--- config.mk ---
export PLATFORM = sky130hd
export DESIGN_NAME = output_serializer_flat
export DESIGN_NICKNAME = d
export VERILOG_FILES = /design/src/rtl/io_interface_pkg.sv /design/src/rtl/output_serializer_if.sv /design/src/rtl/output_serializer_word_mux.sv /design/src/rtl/output_serializer.sv /design/src/flat_wrapper.sv
export SDC_FILE = /design/constraint.sdc
export NUM_CORES = 2
export LEC_CHECK = 0
export ABC_AREA = 1
export CAP_MARGIN = 30
export CORE_AREA = 2 2 618 620
export DETAILED_ROUTE_END_ITERATION = 16
export DIE_AREA = 0 0 620 622
export PLACE_DENSITY_LB_ADDON = 0.15
export SKIP_CTS_REPAIR_TIMING = 1
export SLEW_MARGIN = 20
export SYNTH_ARGS = -nofsm -noshare
export SYNTH_HDL_FRONTEND = slang
export SYNTH_SLANG_ARGS = --single-unit
export TNS_END_PERCENT = 5
--- constraint.sdc ---
create_clock -name clk -period 5.6 [get_ports clk]
set_input_delay 1.12 -clock clk [delete_from_list [all_inputs] [get_ports clk]]
set_output_delay 1.12 -clock clk [all_outputs]
set_load 0.02 [all_outputs]
--- src/rtl/io_interface_pkg.sv ---
// Definitions shared by the CUT I/O blocks (input buffer and output serializer).
// Includes the FSM state encoding, the default vector geometry and an index-width helper.
package io_interface_pkg;

  typedef enum logic {
    IDLE   = 1'b0,
    STREAM = 1'b1
  } ser_state_t;

  localparam int DEFAULT_DATA_WIDTH = 32;
  localparam int DEFAULT_DEPTH      = 48;

  // Keeps a usable 1-bit index even for degenerate single-word vectors.
  function automatic int idx_width(input int depth);
    return (depth > 1) ? $clog2(depth) : 1;
  endfunction

endpackage

--- src/rtl/output_serializer_if.sv ---
// Valid/ready word stream carrying serialized result words back to the host side.
// The serializer takes the master modport and the consumer takes the slave modport.
interface output_serializer_if
  import io_interface_pkg::*;
#(
  parameter int DATA_WIDTH = DEFAULT_DATA_WIDTH
);

  logic                  out_valid;
  logic                  out_ready;
  logic                  out_last;
  logic [DATA_WIDTH-1:0] data_out;

  modport master (
    output out_valid,
    output out_last,
    output data_out,
    input  out_ready
  );

  modport slave (
    input  out_valid,
    input  out_last,
    input  data_out,
    output out_ready
  );

endinterface

--- src/rtl/output_serializer_word_mux.sv ---
// DEPTH:1 selector that picks one DATA_WIDTH slice of a packed vector by index.
// An index past the last word selects zero.
module word_mux
  import io_interface_pkg::*;
#(
  parameter int DATA_WIDTH = DEFAULT_DATA_WIDTH,
  parameter int DEPTH      = DEFAULT_DEPTH,
  parameter int IDX_W      = idx_width(DEPTH)
) (
  input  logic [DEPTH*DATA_WIDTH-1:0] data,
  input  logic [IDX_W-1:0]            sel,
  output logic [DATA_WIDTH-1:0]       word
);

  always_comb begin
    word = '0;
    for (int k = 0; k < DEPTH; k++) begin
      if (sel == IDX_W'(k)) begin
        word = data[k*DATA_WIDTH +: DATA_WIDTH];
      end
    end
  end

endmodule

--- src/rtl/output_serializer.sv ---
// Captures a wide result vector in one cycle and streams it out word 0 first over valid/ready.
// A done pulse follows the final transfer. A load is accepted only while the block is idle.
module output_serializer
  import io_interface_pkg::*;
#(
  parameter int DATA_WIDTH = DEFAULT_DATA_WIDTH,
  parameter int DEPTH      = DEFAULT_DEPTH,
  parameter int IDX_W      = idx_width(DEPTH)
) (
  input  logic                        clk,
  input  logic                        rst,
  input  logic                        load,
  input  logic [DEPTH*DATA_WIDTH-1:0] data_in,
  output_serializer_if.master         stream,
  output logic [IDX_W-1:0]            word_idx,
  output logic                        busy,
  output logic                        done
);

  localparam logic [IDX_W-1:0] LAST_IDX = IDX_W'(DEPTH - 1);

  ser_state_t                  state;
  ser_state_t                  next_state;
  logic [DEPTH*DATA_WIDTH-1:0] hold;
  logic [DATA_WIDTH-1:0]       mux_word;
  logic                        at_last;
  logic                        transfer;

  assign at_last  = (word_idx == LAST_IDX);
  assign transfer = (state == STREAM) && stream.out_ready;

  always_ff @(posedge clk) begin
    if (!rst) begin
      state <= IDLE;
    end else begin
      state <= next_state;
    end
  end

  always_comb begin
    next_state = state;
    case (state)
      IDLE:    if (load) next_state = STREAM;
      STREAM:  if (transfer && at_last) next_state = IDLE;
      default: next_state = IDLE;
    endcase
  end

  // The holding register is written only from IDLE, so a load that arrives mid-stream is dropped.
  always_ff @(posedge clk) begin
    if (!rst) begin
      hold     <= '0;
      word_idx <= '0;
      done     <= 1'b0;
    end else begin
      done <= 1'b0;
      case (state)
        IDLE: begin
          if (load) begin
            hold     <= data_in;
            word_idx <= '0;
          end
        end
        STREAM: begin
          if (transfer) begin
            if (at_last) begin
              word_idx <= '0;
              done     <= 1'b1;
            end else begin
              word_idx <= word_idx + IDX_W'(1);
            end
          end
        end
        default: begin
          word_idx <= '0;
        end
      endcase
    end
  end

  word_mux #(
    .DATA_WIDTH(DATA_WIDTH),
    .DEPTH     (DEPTH),
    .IDX_W     (IDX_W)
  ) u_word_mux (
    .data(hold),
    .sel (word_idx),
    .word(mux_word)
  );

  always_comb begin
    stream.out_valid = (state == STREAM);
    stream.out_last  = (state == STREAM) && at_last;
    stream.data_out  = mux_word;
    busy             = (state == STREAM);
  end

endmodule
--- src/flat_wrapper.sv ---
// flat-port wrapper written by rule: the top's interface ports become plain ports
module output_serializer_flat import io_interface_pkg::*;
#(
  parameter int DATA_WIDTH = DEFAULT_DATA_WIDTH,
  parameter int DEPTH      = DEFAULT_DEPTH,
  parameter int IDX_W      = idx_width(DEPTH)
)
  (clk, rst, load, data_in, word_idx, busy, done, stream_out_valid, stream_out_last, stream_data_out, stream_out_ready);
  output_serializer_if #(.DATA_WIDTH(DATA_WIDTH)) stream_i ();
  input  logic clk;
  input  logic rst;
  input  logic load;
  input  logic [DEPTH*DATA_WIDTH-1:0] data_in;
  output logic [IDX_W-1:0] word_idx;
  output logic busy;
  output logic done;
  output wire logic [$bits(stream_i.out_valid)-1:0] stream_out_valid;
  output wire logic [$bits(stream_i.out_last)-1:0] stream_out_last;
  output wire logic [$bits(stream_i.data_out)-1:0] stream_data_out;
  input wire logic [$bits(stream_i.out_ready)-1:0] stream_out_ready;
  assign stream_out_valid = stream_i.out_valid;
  assign stream_out_last = stream_i.out_last;
  assign stream_data_out = stream_i.data_out;
  assign stream_i.out_ready = stream_out_ready;
  output_serializer #(.DATA_WIDTH(DATA_WIDTH), .DEPTH(DEPTH), .IDX_W(IDX_W)) u_core (.clk(clk), .rst(rst), .load(load), .data_in(data_in), .stream(stream_i), .word_idx(word_idx), .busy(busy), .done(done));
endmodule
==> flow_summary_export.csv <==
group,metric,value,unit
detailed_routing,number_of_drc_violations_after_detailed_routing,0,
pwr,power_density,297,mW/mm^2
pwr,ir_drop,0.244,mV
timing,rsz0062_at_grt,"true",
cts,clk_latency,900,ps
setup_path,cp-start-kind,"register",
final_layout,layout-drive-gt1-share,17.5,%
die,die_h,622,microns
placed_design,place.detailed.instances,16600,
detailed_routing,routed_wl,430000,microns
final_layout,final_net_count,13400,
timing,hold_viol,0,
timing,hold-worst-slack,463,ps
setup_path,critical_path.max_fanout,6,
die,dieWidth,620,microns
die,core-area,0.378,sq mm
die,area_enclosed_by_the_die_boundary,0.386,sq mm
yosys,synth_area,0.0687,sq mm
min_path,hold_path_class,"register to register",
timing,post-route-period-util,143,%
final_layout,flow.area_growth_from_synthesis,51.9,%
run,max_cap_viol_count,0,
pwr,power.net_switching,0.00911,W
pwr,power.leakage,42.4,nW
final_layout,multiInputGateArea,0.0386,sq mm
detailed_routing,routedWlPerCell,25.2,microns
final_layout,layout.cells.non_filler,17100,
placed_design,place.gp.congestion,0.881,
cts,cts.sink_count,1544,
setup_path,crit_path_max_incr_delay,360,ps
timing,slew_viol_final,0,
yosys,synth.yosys.seq_area_share,45.0,%
timing,setup_violations,32,
die,core.rowCount,226,
die,pin_count,1582,
detailed_routing,drtIter0Drc,5432,
yosys,edff_count_synth,0,
yosys,ff_latch_count_synth,1544,
yosys,synthesized_instance_count,10300,
grt,globalRouteTotalUtil,21.2,%
run_status,run_status,"complete, but fails checks",
yosys,area_fraction_in_compound_gates_after_synthesis,13.6,%
yosys,synth_area_leaders,"sky130_fd_sc_hd__dfxtp_1, sky130_fd_sc_hd__nor2_1, sky130_fd_sc_hd__o21ai_0",
yosys,combinational_family_with_the_most_area_after_synthesis,"simple AND/OR/NAND/NOR gates",
timing,maximum_clock_rate,125,MHz
final_layout,ff_latch_area,0.0309,sq mm
placed_design,placement.cell_area,0.0925,sq mm
cts,htree_levels,4,
cts,ctsRootBufferMaster,"sky130_fd_sc_hd__clkbuf_16",
yosys,synthXorXnorAreaFrac,0,%
yosys,asyncSetResetFlopFracSynth,0,%
setup_path,crit_arrival,6890,ps
yosys,synthDominantCellAreaShare,45.0,%
setup_path,critPathMostFrequentCell,"sky130_fd_sc_hd__nand3_2",
yosys,ys.flop_type,"sky130_fd_sc_hd__dfxtp_1",
detailed_routing,drt_pass1_iterations,8,
timing,time_the_worst_path_needs_with_i_o_delays_and_setup,8010,ps
final_layout,fillers,42100,
setup_path,worstSetupEndpointType,"output pin",
grt,grt_antenna_before_repair,119,
detailed_routing,routed_via_density,4.31,
yosys,post_synth_num_cell_types,43,
yosys,post_syn_nets,11800,
grt,grt_pass1_vias,71500,
setup_path,worst-endpoint-required,4480,ps
cts,cts_buffer_depth,4,
grt,global_route_wire_length_before_repair,576000,microns
pwr,netSwitchingFraction,29.4,%
cts,cts.reportedPaths.clkPinSlew,60,ps
die,initial_utilization,18.1,%
run_status,violations,"negative setup slack",
pwr,cell_internal_pwr,0.0219,W
placed_design,io_buffer_count,1581,
yosys,syn_avg_cell_area,6.66,sq um
grt,grt_start_max_net_pins,201,
timing,slew-limit-headroom,26.2,%
setup_path,crit_path_top_delay_cell,"sky130_fd_sc_hd__dfxtp_4",
yosys,yosys_warnings,0,
final_layout,post-route-cell-area,0.104,sq mm
timing,clock_skew,51.5,ps
timing,worst-slew-pin-transition,1090,ps
pwr,combinationalPowerShare,16.9,%
final_layout,mostFrequentLayoutCells,"sky130_fd_sc_hd__nor2_1, sky130_fd_sc_hd__o21ai_0, sky130_fd_sc_hd__clkdlybuf4s50_1, sky130_fd_sc_hd__dfxtp_1, sky130_fd_sc_hd__nand2_1",
grt,globalRoute.totalOverflow,0,
placed_design,final_hpwl_from_detailed_placement,343000,microns
cts,cts_buffers,196,
timing,layout_setup_ws,-2410,ps
detailed_routing,ant_nets,0,
detailed_routing,via_count_of_the_routed_design,73600,
yosys,synth_area_leader_cell,"sky130_fd_sc_hd__dfxtp_1",
pwr,clock_power_share,43.0,%
setup_path,timing_worst_setup_path_type,"register to output pin",
pwr,relative_contribution_of_sequential_cells_to_total_power,40.1,%
cts,tritoncts,"yes",
yosys,post_synth_and_or_nand_nor_area_fraction,35.6,%
yosys,synthAdderAreaFrac,0.0729,%
final_layout,layout.cells.most_common,"sky130_fd_sc_hd__nor2_1",
yosys,post_synth_mux_area_share,0,%
[final timing paths]
kind | endpoint | from | cells past startpoint | slack, ps
worst max-delay path | stream_data_out[17] | u_core.word_idx[0] | 56 | -2410
worst min-delay path | u_core.hold[1472] | u_core.hold[1472] | 2 | 460
worst min register to register | u_core.hold[1472] | u_core.hold[1472] | 2 | 460
worst max register to register | u_core.hold[312] | u_core.busy | 6 | 2830
[Yosys cell counts (8+ instances only)]
| cell type | number |
|---|---|
| sky130_fd_sc_hd__inv_2 | 9 |
| sky130_fd_sc_hd__clkbuf_1 | 634 |
| sky130_fd_sc_hd__o21ai_0 | 1621 |
| sky130_fd_sc_hd__or2_0 | 11 |
| sky130_fd_sc_hd__buf_6 | 8 |
| sky130_fd_sc_hd__nand2_1 | 1552 |
| sky130_fd_sc_hd__buf_4 | 46 |
| sky130_fd_sc_hd__nand4_1 | 34 |
| sky130_fd_sc_hd__inv_1 | 173 |
| sky130_fd_sc_hd__dfxtp_1 | 1544 |
| sky130_fd_sc_hd__nor2_1 | 3235 |
| sky130_fd_sc_hd__buf_2 | 73 |
| sky130_fd_sc_hd__o21ai_1 | 41 |
| sky130_fd_sc_hd__o211ai_1 | 20 |
| sky130_fd_sc_hd__or2_2 | 328 |
| sky130_fd_sc_hd__nand3_1 | 753 |
| sky130_fd_sc_hd__or2_1 | 19 |
| sky130_fd_sc_hd__a21oi_1 | 142 |
[cell families (layout without fill, tap and decap cells)]
kind of cell    count (synthesis)  count (layout)
compound gates               1842            1842
fa+ha+maj                       4               4
buf+inv                       956            2629
flops                        1544            1544
other cells                     0              65
simple gates                 5958            5958
[power by group through the flow]
stage	registers [W]	logic [W]	clock network, W
global placement	0.0127	0.00484	0
finish	0.0124	0.00523	0.0134
CTS	0.0124	0.00487	0.0137
detailed placement	0.0127	0.00485	0
floorplan	0.0124	0.00205	0
global route	0.0125	0.00566	0.0141
[routing by layer]
layer | routed length (microns) | up-vias | track usage [%]
met1 | 183000 | 34800 | 26.2
met4 | 15500 | 50 | 7.78
met2 | 211000 | 2060 | 37.0
met3 | 20500 | 524 | 3.12
met5 | 321 | - | 0
li1 | - | 36100 | -
[layout make-up]
class                   instances  share of cell area (%)
well taps                    5016                    6.02
clock buffers                 298                    5.67
inverters                     191                   0.707
multi-input cells            7804                    37.0
diodes                         65                   0.156
clock inverters                53                   0.716
flip-flops and latches       1544                    29.6
repair buffers               2087                    20.1
[critical path, delay by kind of cell (launching register included)]
family | cells | cell delay [ps]
AOI/OAI and AO/OA | 1 | 240
adders and majority gates | 1 | 160
buffers and inverters | 6 | 810
DFF | 1 | 360
and+or+nand+nor | 48 | 4390
[through the flow]
| step | utilization, % | setup slack [ps] | power [W] | TNS (ps) |
|---|---|---|---|---|
| after global placement | 24.4 | -3460 | 0.0175 | -88050 |
| after detailed placement | 24.5 | -3430 | 0.0175 | -88420 |
| after CTS | 26.2 | -4470 | 0.0310 | -121500 |
| final | 27.6 | -2410 | 0.0310 | -73000 |
| after global routing | 27.6 | -2790 | 0.0323 | -86740 |
| after floorplan | - | 365 | 0.0144 | 0 |
[state kept, by name, indices dropped and copies added (netlist names)]
signal	count
u_core.busy	1
u_core.word_idx	6
u_core.done	1
u_core.hold	1536
Note: power is estimated with default switching activity, not from simulation.
